## config.mk

```make
export PLATFORM = sky130hd
export DESIGN_NAME = input_debouncer
export DESIGN_NICKNAME = d
export VERILOG_FILES = /design/src/rtl/input_debouncer.sv
export SDC_FILE = /design/constraint.sdc
export NUM_CORES = 1
export LEC_CHECK = 0
export ABC_AREA = 1
export CAP_MARGIN = 20
export CORE_MARGIN = 2
export CORE_UTILIZATION = 49
export CTS_BUF_LIST = sky130_fd_sc_hd__clkbuf_16
export CTS_CLUSTER_SIZE = 40
export DETAILED_ROUTE_END_ITERATION = 8
export GPL_TIMING_DRIVEN = 0
export PLACE_DENSITY_LB_ADDON = 0.25
export SYNTH_ARGS = -nofsm -noshare
export SYNTH_HDL_FRONTEND = slang
export SYNTH_SLANG_ARGS = --single-unit
export TNS_END_PERCENT = 1
```

## constraint.sdc

```tcl
create_clock -name clk -period 1.9 [get_ports clk]
set_clock_uncertainty 0.15 [all_clocks]
set_input_delay 0.285 -clock clk [delete_from_list [all_inputs] [get_ports clk]]
set_output_delay 0.285 -clock clk [all_outputs]
set_load 0.02 [all_outputs]
```

## src/rtl/input_debouncer.sv

```systemverilog
// Debounces a raw asynchronous input: a two-flop synchronizer feeds a four-state
// stability FSM that emits a registered level plus one-cycle rise/fall strobes.
module input_debouncer #(
    parameter int STABLE_COUNT = 50000,
    parameter int CNT_WIDTH    = 16
) (
    input  logic                 clk,
    input  logic                 Reset,
    input  logic                 btn_in,
    output logic                 D,
    output logic                 rise_pulse,
    output logic                 fall_pulse,
    output logic [1:0]           dbg_state,
    output logic [CNT_WIDTH-1:0] dbg_cnt
);

    typedef enum logic [1:0] {
        STABLE_LOW  = 2'd0,
        WAIT_HIGH   = 2'd1,
        STABLE_HIGH = 2'd2,
        WAIT_LOW    = 2'd3
    } state_t;

    localparam logic [CNT_WIDTH-1:0] CNT_MAX = CNT_WIDTH'(STABLE_COUNT - 1);

    logic                 sync0_q, sync1_q;
    state_t               state_q, state_d;
    logic [CNT_WIDTH-1:0] cnt_q, cnt_d;
    logic                 d_q, d_d;
    logic                 rise_q, rise_d;
    logic                 fall_q, fall_d;

    // Synchronizer: the only place btn_in is sampled.
    always_ff @(posedge clk or posedge Reset) begin
        if (Reset) begin
            sync0_q <= 1'b0;
            sync1_q <= 1'b0;
        end else begin
            sync0_q <= btn_in;
            sync1_q <= sync0_q;
        end
    end

    always_ff @(posedge clk or posedge Reset) begin
        if (Reset) begin
            state_q <= STABLE_LOW;
            cnt_q   <= '0;
            d_q     <= 1'b0;
            rise_q  <= 1'b0;
            fall_q  <= 1'b0;
        end else begin
            state_q <= state_d;
            cnt_q   <= cnt_d;
            d_q     <= d_d;
            rise_q  <= rise_d;
            fall_q  <= fall_d;
        end
    end

    always_comb begin
        state_d = state_q;
        cnt_d   = cnt_q;
        rise_d  = 1'b0;
        fall_d  = 1'b0;
        unique case (state_q)
            STABLE_LOW: begin
                cnt_d = '0;
                if (sync1_q) state_d = WAIT_HIGH;
            end
            WAIT_HIGH: begin
                if (!sync1_q) begin
                    state_d = STABLE_LOW;
                    cnt_d   = '0;
                end else if (cnt_q == CNT_MAX) begin
                    state_d = STABLE_HIGH;
                    cnt_d   = '0;
                    rise_d  = 1'b1;
                end else begin
                    cnt_d = cnt_q + CNT_WIDTH'(1);
                end
            end
            STABLE_HIGH: begin
                cnt_d = '0;
                if (!sync1_q) state_d = WAIT_LOW;
            end
            WAIT_LOW: begin
                if (sync1_q) begin
                    state_d = STABLE_HIGH;
                    cnt_d   = '0;
                end else if (cnt_q == CNT_MAX) begin
                    state_d = STABLE_LOW;
                    cnt_d   = '0;
                    fall_d  = 1'b1;
                end else begin
                    cnt_d = cnt_q + CNT_WIDTH'(1);
                end
            end
            default: begin
                state_d = STABLE_LOW;
                cnt_d   = '0;
            end
        endcase
        // Level is a function of the next state so it flips on the accepting edge.
        d_d = (state_d == STABLE_HIGH) || (state_d == WAIT_LOW);
    end

    assign D          = d_q;
    assign rise_pulse = rise_q;
    assign fall_pulse = fall_q;
    assign dbg_state  = state_q;
    assign dbg_cnt    = cnt_q;

endmodule
```

=== Word-level counts from Yosys, hierarchy flattened ===
Index checks and enable logic that the tools add are counted.

* Add/sub/neg operators: 1
* Eq/ne operators: 6
* Multiplexer cells: 16
* Reduce and logical (&&, ||, !) cells: 3

{| class="wikitable"
|+ Operators with widths
! operator !! number
|-
| 2-to-1 mux 16 bit || 3
|-
| case mux 16 bit (3 select lines) || 1
|-
| adder 16 x 1 -> 16 bit, second input constant || 1
|-
| equality test 16 bit, second input constant || 1
|-
| 2-to-1 mux 2 bit || 6
|-
| equality test 2 bit, second input constant || 4
|-
| case mux 2 bit (4 select lines) || 1
|-
| 2-to-1 mux 1 bit || 5
|-
| equality test 2 x 1 -> 1 bit, second input constant || 1
|-
| zero test 2 bit || 1
|-
| OR reduction 2 bit || 1
|-
| logical OR 1 bit || 1
|}

* Register bits after elaboration: 23
* Bits of input ports: 3
* Output and inout bits: 21
* Word-level logic and storage cells: 33

=== Depth between registers and ports, before layout ===
Gate-level depths: netlist (run 1).

* Word-level depth: 6
* Depth in mapped cells: 7
* Depth with buffers taken out: 7

=== Least setup slack after synthesis (run 1) ===
OpenSTA, ideal clock, no wires.

* Kind: register -> register
* Start point: register cnt_q[0], in the netlist dbg_cnt[0]
* End point: register cnt_q[0], in the netlist dbg_cnt[0]
* Library setup time: 131 ps
* Arrival time: 1348 ps
* Required time: 1619 ps
* Path slack: 272 ps
* Cell stages (with the launch flop): 7
* Path buffers: 0
* Period minus slack after synthesis: 1628 ps
* Path through: dfrtp_1 ha_1 nand3_2 nor2_2 a21oi_4 inv_4 nor2_1

* Longest elaborated chain between the ends: 4
* Elaborated cells between the ends (all ways): 6
* Those cells by class: add/sub (1); eq/ne (1); mux (4)

{| class="wikitable"
|+ Ends and longest elaborated chain
! item !! line !! RTL
|-
| start, declared || 28 || <nowiki>logic [CNT_WIDTH-1:0] cnt_q, cnt_d;</nowiki>
|-
| start signal, assigned || 53 || <nowiki>cnt_q <= cnt_d;</nowiki>
|-
| adder 16 x 1 -> 16 bit or equality test 16 bit (tied branches) || -- ||
|-
| 2-to-1 mux 16 bit * || 74, 90 ||
|-
| 2-to-1 mux 16 bit (on tied branches) || 87, 71 ||
|-
| case mux 16 bit (3 select lines) * || 65 || <nowiki>unique case (state_q)</nowiki>
|-
| via cnt_d[0] || 28 ||
|}

The timed path passes the listed nets; every way through them passes the cells marked *.

=== Final worst setup path (run 1) ===
* Start point: register cnt_q[2], in the netlist dbg_cnt[2]
* End point: output dbg_cnt[2]

{| class="wikitable"
|+ RTL lines
! item !! line !! RTL
|-
| end, declared || 14 || <nowiki>output logic [CNT_WIDTH-1:0] dbg_cnt</nowiki>
|}

No word-level cell between the ends.

==> results of run 1 <==
-- synthesized netlist by cell type --
cell | n | area, sq um
nand2_1 | 36 | 135
nand2_2 | 1 | 6.26
nand4_1 | 3 | 18.8
a21oi_4 | 1 | 16.3
nor2_1 | 34 | 128
xnor2_1 | 1 | 8.76
o21bai_1 | 3 | 22.5
inv_4 | 1 | 6.26
dfrtp_1 | 23 | 576
nor3b_1 | 1 | 7.51
xor2_1 | 5 | 43.8
nand3_1 | 4 | 20.0
nand3_2 | 2 | 20.0
a21oi_1 | 3 | 15.0
ha_1 | 1 | 12.5
nor3b_2 | 1 | 12.5
nor2_2 | 2 | 12.5
and2_1 | 1 | 6.26
inv_1 | 15 | 56.3
-- where the power goes --
group | switching [W] | total, W | internal, W | leakage, nW
Clock | 0.000171 | 0.000454 | 0.000283 | 0.0409
Sequential | 0.00000545 | 0.000501 | 0.000495 | 0.313
Combinational | 0.0000264 | 0.0000405 | 0.0000141 | 0.280
Total | 0.000203 | 0.000995 | 0.000792 | 0.634
-- worst paths after layout --
| path | from | end |
|---|---|---|
| max | dbg_cnt[2] | dbg_cnt[2] |
| min | sync0_q | sync1_q |
| max reg2reg | dbg_cnt[0] | dbg_cnt[10] |
| min reg2reg | sync0_q | sync1_q |
| max in group asynchronous | Reset | dbg_cnt[10] |
| min in group asynchronous | Reset | sync0_q |
-- metal layers --
metal,GRT usage,share of wire
met5,0,0
met4,0.0965,0.017
met3,0.0287,0.036
met2,0.323,0.47
met1,0.247,0.48
-- cells by family (layout without fill, tap and decap cells) --
family	after synthesis	in the layout	share of synthesized area
compound gates	7	7	0.0479
xor+xnor	6	6	0.0468
fa+ha+maj	1	1	0.0111
buf+inv	16	43	0.0557
flops	23	23	0.512
simple gates	85	85	0.326
-- per-stage QoR --
step | total power (W) | util
final | 0.000995 | 0.670
after global routing | 0.00103 | 0.670
after CTS | 0.00100 | 0.670
after detailed placement | 0.000551 | 0.634
after global placement | 0.000550 | 0.634
after floorplan | 0.000534 | -
-- state kept, by name (all words and copies together) (netlist names) --
register,cells
dbg_cnt,16
fall_pulse,1
dbg_state,2
D,1
rise_pulse,1
sync1_q,1
sync0_q,1
-- final cells by class --
| cell class | instances | area, sq um | share of cell area |
|---|---|---|---|
| Clock buffer | 3 | 75.1 | 0.0511 |
| Sequential cell | 23 | 576 | 0.392 |
| Multi-Input combinational cell | 99 | 485 | 0.330 |
| Timing Repair Buffer | 23 | 230 | 0.157 |
| Tap cell | 28 | 35.0 | 0.0239 |
| Clock inverter | 1 | 5.00 | 0.00341 |
| Inverter | 16 | 62.6 | 0.0426 |
==> impl_metrics.py, run 1 <==
metrics = {
    "finish": {
        "layout-drive-gt1-share": 0.0727,
        "final_area_sq_um": 1470,
        "syn_to_final_growth_pct": 30.7,
        "n_antenna_cell": 0,
        "nNetsFinal": 170,
        "stdcell_count": 193,
        "final_common_cell": "nand2_1",
        "n_fill_cell": 181,
        "layout_common_cells": "36 x nand2_1, 34 x nor2_1, 23 x dfrtp_1, 23 x clkdlybuf4s50_1, 15 x inv_1",
    },
    "routing": {
        "wire_per_inst_um": 11.3,
        "first_pass_iters": 4,
        "routed_wl_um": 2190,
        "detailedRoute.firstIterationViolations": 9,
        "postRouteAntennaNets": 0,
        "vias": 959,
        "drc": 0,
        "drt-vias-per-instance": 4.97,
    },
    "synth": {
        "synthCells": 138,
        "synth_area_sq_um": 1120,
        "ys_types": 19,
        "synth-seq-area-share": 0.512,
        "synth_fp_nets": 142,
        "avgSynthCellArea_sq_um": 8.14,
        "yosysWarnings": 0,
        "ys_ff_latch": 23,
    },
    "pwr": {
        "p_per_area_nw_per_um2": 677,
        "leakagePower_nw": 0.634,
        "peakVddDrop_v": 0.000504,
    },
    "floorplan": {
        "core_sq_um": 2190,
        "num_rows": 17,
        "ios": 24,
        "die-area_sq_um": 2690,
        "start_util": 0.513,
        "die_w_um": 51.9,
        "die_h_um": 51.9,
    },
    "min_path": {
        "whs_path_depth": 0,
        "hold_class": "reg2reg",
    },
    "timing": {
        "fin_ws_ps": 80.6,
        "relSlewSlack": 0.446,
        "finalCritPeriodShare": 0.958,
        "finalMaxSlewViolations": 0,
        "finalSetupTns_ps": 0,
        "fmax_mhz": 550,
        "hold_ws_ps": 205,
        "hold_viol_final": 0,
        "period_needed_ps": 1820,
        "setup_viol": 0,
        "worst_pin_slew_ps": 829,
        "rsz0062_at_grt": "no",
    },
    "clock_network": {
        "cts_made_buffers": 3,
        "clock_path_buffers": 2,
        "ctsResizeCount": 0,
        "cts_setup_buffers": 0,
        "cts_root_buffer": "clkbuf_16",
        "cts_tree": "yes",
        "cts.sinks": 23,
        "ctsHoldBuffers": 0,
        "path_clk_slew_ps": 60,
        "htree_levels": 1,
        "clock_latency_ps": 260,
    },
    "critical_path": {
        "worstSetupStartpointType": "register",
        "reg2reg_depth": 7,
        "path_buf_inv": 1,
        "path_depth": 1,
        "slowest_stage": "clkdlybuf4s50_1",
        "worst-path-max-fanout": 7,
        "cp_top_family": "buffers and inverters",
        "critPathKind": "reg2out",
        "slowest_delay_ps": 650,
        "arrival_ps": 1380,
        "crit_path_end_kind": "primary output",
        "path_cells": "clkdlybuf4s50_1",
        "cp.required_ps": 1460,
        "r2r_setup_slack_ps": 210,
    },
    "global_routing": {
        "antenna_found_initial": 0,
        "grt_pass1_vias": 936,
        "grt_max_degree": 24,
        "overflow": 0,
        "grt_pass1_wl_um": 3910,
        "track_usage": 0.195,
    },
    "place": {
        "portBuffers": 23,
        "gp_congestion": 0.759,
        "dpl_cell_area_sq_um": 1390,
        "dp_hpwl_um": 1590,
        "dp_cells": 189,
        "pre_cts_slack_ps": 229,
    },
    "job": {
        "maxCapViolations": 0,
    },
    "status": {
        "status": "finished, final reports clean",
    },
}
Note: power is estimated with default switching activity, not from simulation.
==> run 2: changes to the inputs <==
--- a/config.mk
+++ b/config.mk
@@ -5,11 +5,12 @@
 export SDC_FILE = /design/constraint.sdc
 export NUM_CORES = 1
 export LEC_CHECK = 0
-export ABC_AREA = 1
+export ABC_AREA = 0
 export CAP_MARGIN = 20
 export CORE_MARGIN = 2
-export CORE_UTILIZATION = 49
+export CORE_UTILIZATION = 48
 export CTS_BUF_LIST = sky130_fd_sc_hd__clkbuf_16
+export CTS_CLUSTER_DIAMETER = 80
 export CTS_CLUSTER_SIZE = 40
 export DETAILED_ROUTE_END_ITERATION = 8
 export GPL_TIMING_DRIVEN = 0
==> run 2 against run 1 <==
  * The flow now finishes with violations (negative setup slack)
  * Die area fell by 6.2%
  * Synthesized cell count shrank 30%
  * Clock-buffer cell count did not move
  * Sequential cell count stayed put
  * Non-clock buffer count rose by 10
  * Core utilization up 7.5 points
  * Largest power group unchanged
  * Final cell count down 18%
  * Combinational power down 1%
  * Total power is 0.75% lower
  * Hold slack worse by 1.8 ps
  * Final area is 0.60% higher
  * Critical path type is now reg2reg
==> impl_metrics.py, run 2 <==
metrics = {
    "synth": {
        "yosys.area.top_type": "dfrtp_1",
        "yosys-top-cells-count": "23 x dfrtp_1, 20 x nor2_1, 11 x xnor2_1, 6 x nand2_1, 5 x nand3_1",
        "synth_edf_count": 0,
        "synth-main-ff-cell": "dfrtp_1",
        "avgSynthCellArea_sq_um": 10.6,
        "ys_ff_latch": 23,
        "netlist.area_leader.share": 0.560,
        "yosysWarnings": 0,
        "synth.most_common_cell": "dfrtp_1",
        "synth_area_sq_um": 1030,
        "synth_area_leaders": "dfrtp_1 56%, xnor2_1 9.4%, nor2_1 7.3%, xor2_1 3.4%, mux2_4 2.9%",
        "async_flop_share": 1.00,
        "synth_fp_nets": 101,
        "synthCells": 97,
        "ys_types": 21,
        "synth-seq-area-share": 0.560,
    },
    "clock_network": {
        "clock_latency_ps": 250,
        "cts_made_buffers": 3,
        "cts_tree": "yes",
        "htree_levels": 1,
        "ctsHoldBuffers": 0,
        "clock_path_buffers": 2,
        "path_clk_slew_ps": 60,
        "cts.sinks": 23,
        "cts_root_buffer": "clkbuf_16",
    },
    "timing": {
        "fin_ws_ps": -84.3,
        "hold_viol_final": 0,
        "rsz0062_at_grt": "yes",
        "finalCritPeriodShare": 1.04,
        "period_needed_ps": 1980,
        "finalSetupTns_ps": -431,
        "finalMaxSlewViolations": 0,
        "fmax_mhz": 504,
        "worst_pin_slew_ps": 843,
        "relSlewSlack": 0.438,
        "setup_viol": 13,
    },
    "pwr": {
        "p_int_w": 0.000794,
        "p_per_area_nw_per_um2": 668,
        "p_clk_frac": 0.452,
        "p_seq_frac": 0.507,
        "power.switching_w": 0.000193,
        "p_sw_frac": 0.196,
        "power_frac_comb": 0.041,
        "leakagePower_nw": 0.592,
        "peakVddDrop_v": 0.000530,
    },
    "critical_path": {
        "arrival_ps": 1970,
        "r2r-end": "D",
        "worstSetupStartpointType": "register",
        "reg2reg_depth": 3,
        "cp.required_ps": 1890,
        "r2r-start": "dbg_cnt[11]",
        "crit_path_end_kind": "register",
        "worst-path-max-fanout": 5,
        "r2r_setup_slack_ps": -80,
        "critPathKind": "reg2reg",
    },
    "finish": {
        "final_common_cell": "clkdlybuf4s50_1",
        "n_antenna_cell": 0,
        "stdcell_count": 158,
        "nNetsFinal": 136,
        "syn_to_final_growth_pct": 43.8,
        "layout-drive-gt1-share": 0.198,
        "layout_common_cells": "23 x clkdlybuf4s50_1, 20 x nor2_1, 17 x dfrtp_1",
        "final_area_sq_um": 1480,
        "largest_reg_flops": 16,
    },
    "global_routing": {
        "grt_pass1_wl_um": 3630,
        "grt_pass1_vias": 820,
        "antenna_found_initial": 0,
        "track_usage": 0.192,
        "overflow": 0,
        "grt_max_degree": 24,
    },
    "routing": {
        "routed_wl_um": 2340,
        "detailedRoute.firstIterationViolations": 23,
        "drt-vias-per-instance": 5.31,
        "first_pass_iters": 4,
        "drc": 0,
        "vias": 839,
        "postRouteAntennaNets": 0,
        "wire_per_inst_um": 14.8,
    },
    "min_path": {
        "min-delay-start": "sync0_q",
        "whs_path_depth": 0,
        "worstHoldEndpoint": "sync1_q",
        "hold_class": "reg2reg",
    },
    "job": {
        "maxCapViolations": 0,
    },
    "floorplan": {
        "die-area_sq_um": 2530,
        "die_h_um": 50.3,
        "die_w_um": 50.3,
        "num_rows": 16,
        "ios": 24,
        "start_util": 0.518,
        "core_sq_um": 1980,
    },
    "status": {
        "violations": "negative setup slack",
        "status": "finished, violations left",
    },
    "place": {
        "dp_cells": 147,
        "portBuffers": 23,
        "dpl_cell_area_sq_um": 1310,
        "gp_congestion": 0.781,
        "dp_hpwl_um": 1400,
    },
}
## run 2: cell types whose count changed in the layout (fill, tap and decap cells not counted), moves of 6 or more
cell	delta
nand2_1	-30
dfrtp_1	-6
inv_1	-12
nor2_1	-14
xnor2_1	+10
dfrtp_2	+6
buf_4	+8
## run 2: how the worst max path moves through the flow
stage                     start          end
floorplan            dbg_cnt[4]            D
detailed placement   dbg_cnt[7]   dbg_cnt[8]
finish              dbg_cnt[11]            D
global route        dbg_cnt[11]            D
CTS                  dbg_cnt[5]            D
global placement     dbg_cnt[7]  dbg_cnt[14]
## run 2: critical path, stage by stage (launching register included)
cell     delay, ps
dfrtp_2        410
or3_4          410
or4_4          570
mux2_4         320
## run 2: logic make-up after synthesis
| group | after synthesis | synth area share |
|---|---|---|
| xor+xnor | 15 | 0.128 |
| buf+inv | 6 | 0.0244 |
| fa+ha+maj | 1 | 0.0122 |
| flops | 23 | 0.560 |
| simple gates | 49 | 0.238 |
| compound gates | 1 | 0.00853 |
| mux | 2 | 0.0292 |
## run 2: routing by layer
metal,vias to the layer above,part of all wire,track usage
met4,0,0.011,0.0972
met2,24,0.53,0.331
met3,4,0.041,0.0238
met1,416,0.41,0.233
met5,-,0,0
li1,395,-,-
## run 2: layout make-up
cell class | count | area [sq um]
inverter | 3 | 11.3
clock inverter | 1 | 5.00
clock buffer | 3 | 75.1
timing repair buffer | 31 | 290
fill | 141 | 504
tap | 27 | 33.8
sequential | 23 | 583
multi-input combinational | 68 | 464
buffer | 2 | 15.0
## run 2: repair_timing
item	CTS	global route
setup endpoints to repair	20	17
setup buffers	3	5
cloned	0	0
pin swaps	2	4
resized for setup	6	2
## run 2: power by group through the flow
stage,logic [W],clock network [W],registers [W]
6_report,0.0000401,0.000447,0.000501
5_1_grt,0.0000442,0.000475,0.000501
4_1_cts,0.0000392,0.000453,0.000501
3_5_place_dp,0.0000355,0,0.000509
3_3_place_gp,0.0000350,0,0.000508
2_1_floorplan,0.0000164,0,0.000512
## run 2: metrics by stage
stage	setup WS [ps]	power [W]	hold slack (ps)	utilization
4_1_cts	-185	0.000992	204	0.729
6_report	-84.3	0.000987	203	0.746
2_1_floorplan	-160	0.000528	137	-
5_1_grt	-109	0.00102	215	0.746
3_5_place_dp	-399	0.000544	190	0.658
3_3_place_gp	-404	0.000543	183	0.658
==> run 3: changes to the inputs <==
--- a/config.mk
+++ b/config.mk
@@ -14,7 +14,7 @@
 export CTS_CLUSTER_SIZE = 40
 export DETAILED_ROUTE_END_ITERATION = 8
 export GPL_TIMING_DRIVEN = 0
-export PLACE_DENSITY_LB_ADDON = 0.25
+export PLACE_DENSITY = 0.77
 export SYNTH_ARGS = -nofsm -noshare
 export SYNTH_HDL_FRONTEND = slang
 export SYNTH_SLANG_ARGS = --single-unit
==> constraint.sdc (replaced) <==
create_clock -name clk -period 2 [get_ports clk]
set_clock_uncertainty 0.15 [all_clocks]
set_input_delay 0.3 -clock clk [delete_from_list [all_inputs] [get_ports clk]]
set_output_delay 0.3 -clock clk [all_outputs]
set_load 0.02 [all_outputs]
==> run 3 against run 2 <==
  * The flow now finishes without violations
  * First-iteration DRC count shrank 13%
  * Critical path depth increased by 1
  * Final cell count rose by 3.8%
  * Total power decreased by 4.5%
  * Critical path type unchanged
==> impl_metrics.py, run 3 (synthesis gave the netlist of run 2 again) <==
metrics = {
    "routing": {
        "routed_wl_um": 2490,
        "postRouteAntennaNets": 0,
        "detailedRoute.firstIterationViolations": 20,
        "wire_per_inst_um": 15.2,
        "drc": 0,
        "first_pass_iters": 6,
        "drt-vias-per-instance": 5.37,
        "vias": 881,
    },
    "floorplan": {
        "start_util": 0.518,
        "die_w_um": 50.3,
        "num_rows": 16,
        "ios": 24,
        "die_h_um": 50.3,
        "core_sq_um": 1980,
        "die-area_sq_um": 2530,
    },
    "finish": {
        "stdcell_count": 164,
        "nNetsFinal": 142,
        "n_fill_cell": 114,
        "syn_to_final_growth_pct": 49.2,
        "n_antenna_cell": 0,
        "final_area_sq_um": 1530,
        "layout_common_cells": "23 x clkdlybuf4s50_1, 20 x nor2_1, 17 x dfrtp_1",
        "layout-drive-gt1-share": 0.241,
        "final_common_cell": "clkdlybuf4s50_1",
        "largest_reg_flops": 16,
    },
    "timing": {
        "finalMaxSlewViolations": 0,
        "hold_viol_final": 0,
        "period_needed_ps": 2000,
        "worst_pin_slew_ps": 844,
        "fmax_mhz": 501,
        "hold_ws_ps": 204,
        "finalCritPeriodShare": 0.998,
        "relSlewSlack": 0.437,
        "finalSetupTns_ps": 0,
        "rsz0062_at_grt": "yes",
        "setup_viol": 0,
    },
    "critical_path": {
        "slowest_stage": "or4_4",
        "critPathKind": "reg2reg",
        "worst-path-max-fanout": 5,
        "slowest_delay_ps": 560,
        "arrival_ps": 1980,
        "path_cells": "nand2_2, or3_4, or4_4, mux2_4",
        "cp.required_ps": 1990,
        "worstSetupStartpointType": "register",
        "crit_path_end_kind": "register",
    },
    "min_path": {
        "hold_class": "reg2reg",
    },
    "clock_network": {
        "ctsHoldBuffers": 0,
        "clock_path_buffers": 2,
        "path_clk_slew_ps": 60,
        "cts.sinks": 23,
        "clock_latency_ps": 250,
        "cts_root_buffer": "clkbuf_16",
        "cts_made_buffers": 3,
        "htree_levels": 1,
        "cts_tree": "yes",
    },
    "place": {
        "gp_congestion": 0.803,
        "portBuffers": 23,
        "dp_hpwl_um": 1360,
        "dpl_cell_area_sq_um": 1310,
        "dp_cells": 147,
    },
    "pwr": {
        "leakagePower_nw": 0.621,
        "p_per_area_nw_per_um2": 615,
        "p_total_w": 0.000943,
        "peakVddDrop_v": 0.000546,
    },
    "global_routing": {
        "grt_max_degree": 24,
        "track_usage": 0.205,
        "grt_pass1_vias": 804,
        "antenna_found_initial": 0,
        "overflow": 0,
        "grt_pass1_wl_um": 3840,
    },
    "status": {
        "status": "finished, final reports clean",
    },
    "job": {
        "maxCapViolations": 0,
    },
}
-- run 3: changes by cell type in the layout (fill, tap and decap cells not counted), sizes merged --
cell / change
buf: +6
-- run 3: critical path, delay by kind of cell (launching register included) --
family	cells	cell delay, ps
flops	1	390
simple gates	3	1030
mux	1	310
-- run 3: power by group --
group | internal [W] | total, W | switching (W)
clock network | 0.000268 | 0.000422 | 0.000154
registers | 0.000470 | 0.000476 | 0.00000568
logic | 0.0000197 | 0.0000448 | 0.0000251
total | 0.000758 | 0.000943 | 0.000185
-- run 3: metrics by stage --
stage	utilization	setup WS [ps]
global placement	0.658	-301
global route	0.773	-34.2
finish	0.773	3.45
detailed placement	0.658	-325
CTS	0.725	-87.1
floorplan	-	-59.8
-- run 3: routing by layer --
| layer | up-vias | part of all wire | GRT usage |
|---|---|---|---|
| met5 | - | 0 | 0 |
| met4 | 0 | 0.019 | 0.0926 |
| met3 | 8 | 0.041 | 0.0357 |
| met2 | 28 | 0.51 | 0.327 |
| met1 | 439 | 0.43 | 0.272 |
| li1 | 406 | - | - |
-- run 3: worst paths after layout --
kind	startpoint	end	slack (ps)	depth (start not counted)
hold reg to reg	sync0_q	sync1_q	200	0
setup / recovery	dbg_cnt[8]	dbg_state[1]	3	4
hold / removal	sync0_q	sync1_q	200	0
setup reg to reg	dbg_cnt[8]	dbg_state[1]	3	4
max in group asynchronous	Reset	dbg_cnt[4]	750	2
min in group asynchronous	Reset	sync1_q	370	2
-- run 3: area by class of cell --
class                           instances  area [sq um]  share of cell area
Clock inverter                          1          5.00             0.00327
Inverter                                3          11.3             0.00735
Multi-Input combinational cell         68           467               0.304
Buffer                                  2          15.0             0.00980
Sequential cell                        23           583               0.380
Timing Repair Buffer                   37           343               0.224
Clock buffer                            3          75.1              0.0490
Tap cell                               27          33.8              0.0220
-- run 3: what timing repair did --
item / CTS / global route
gates resized for setup: 5 / 7
pin swaps: 3 / 6
gates cloned: 0 / 1
endpoints found under the setup margin: 17 / 15
setup buffers: 3 / 10
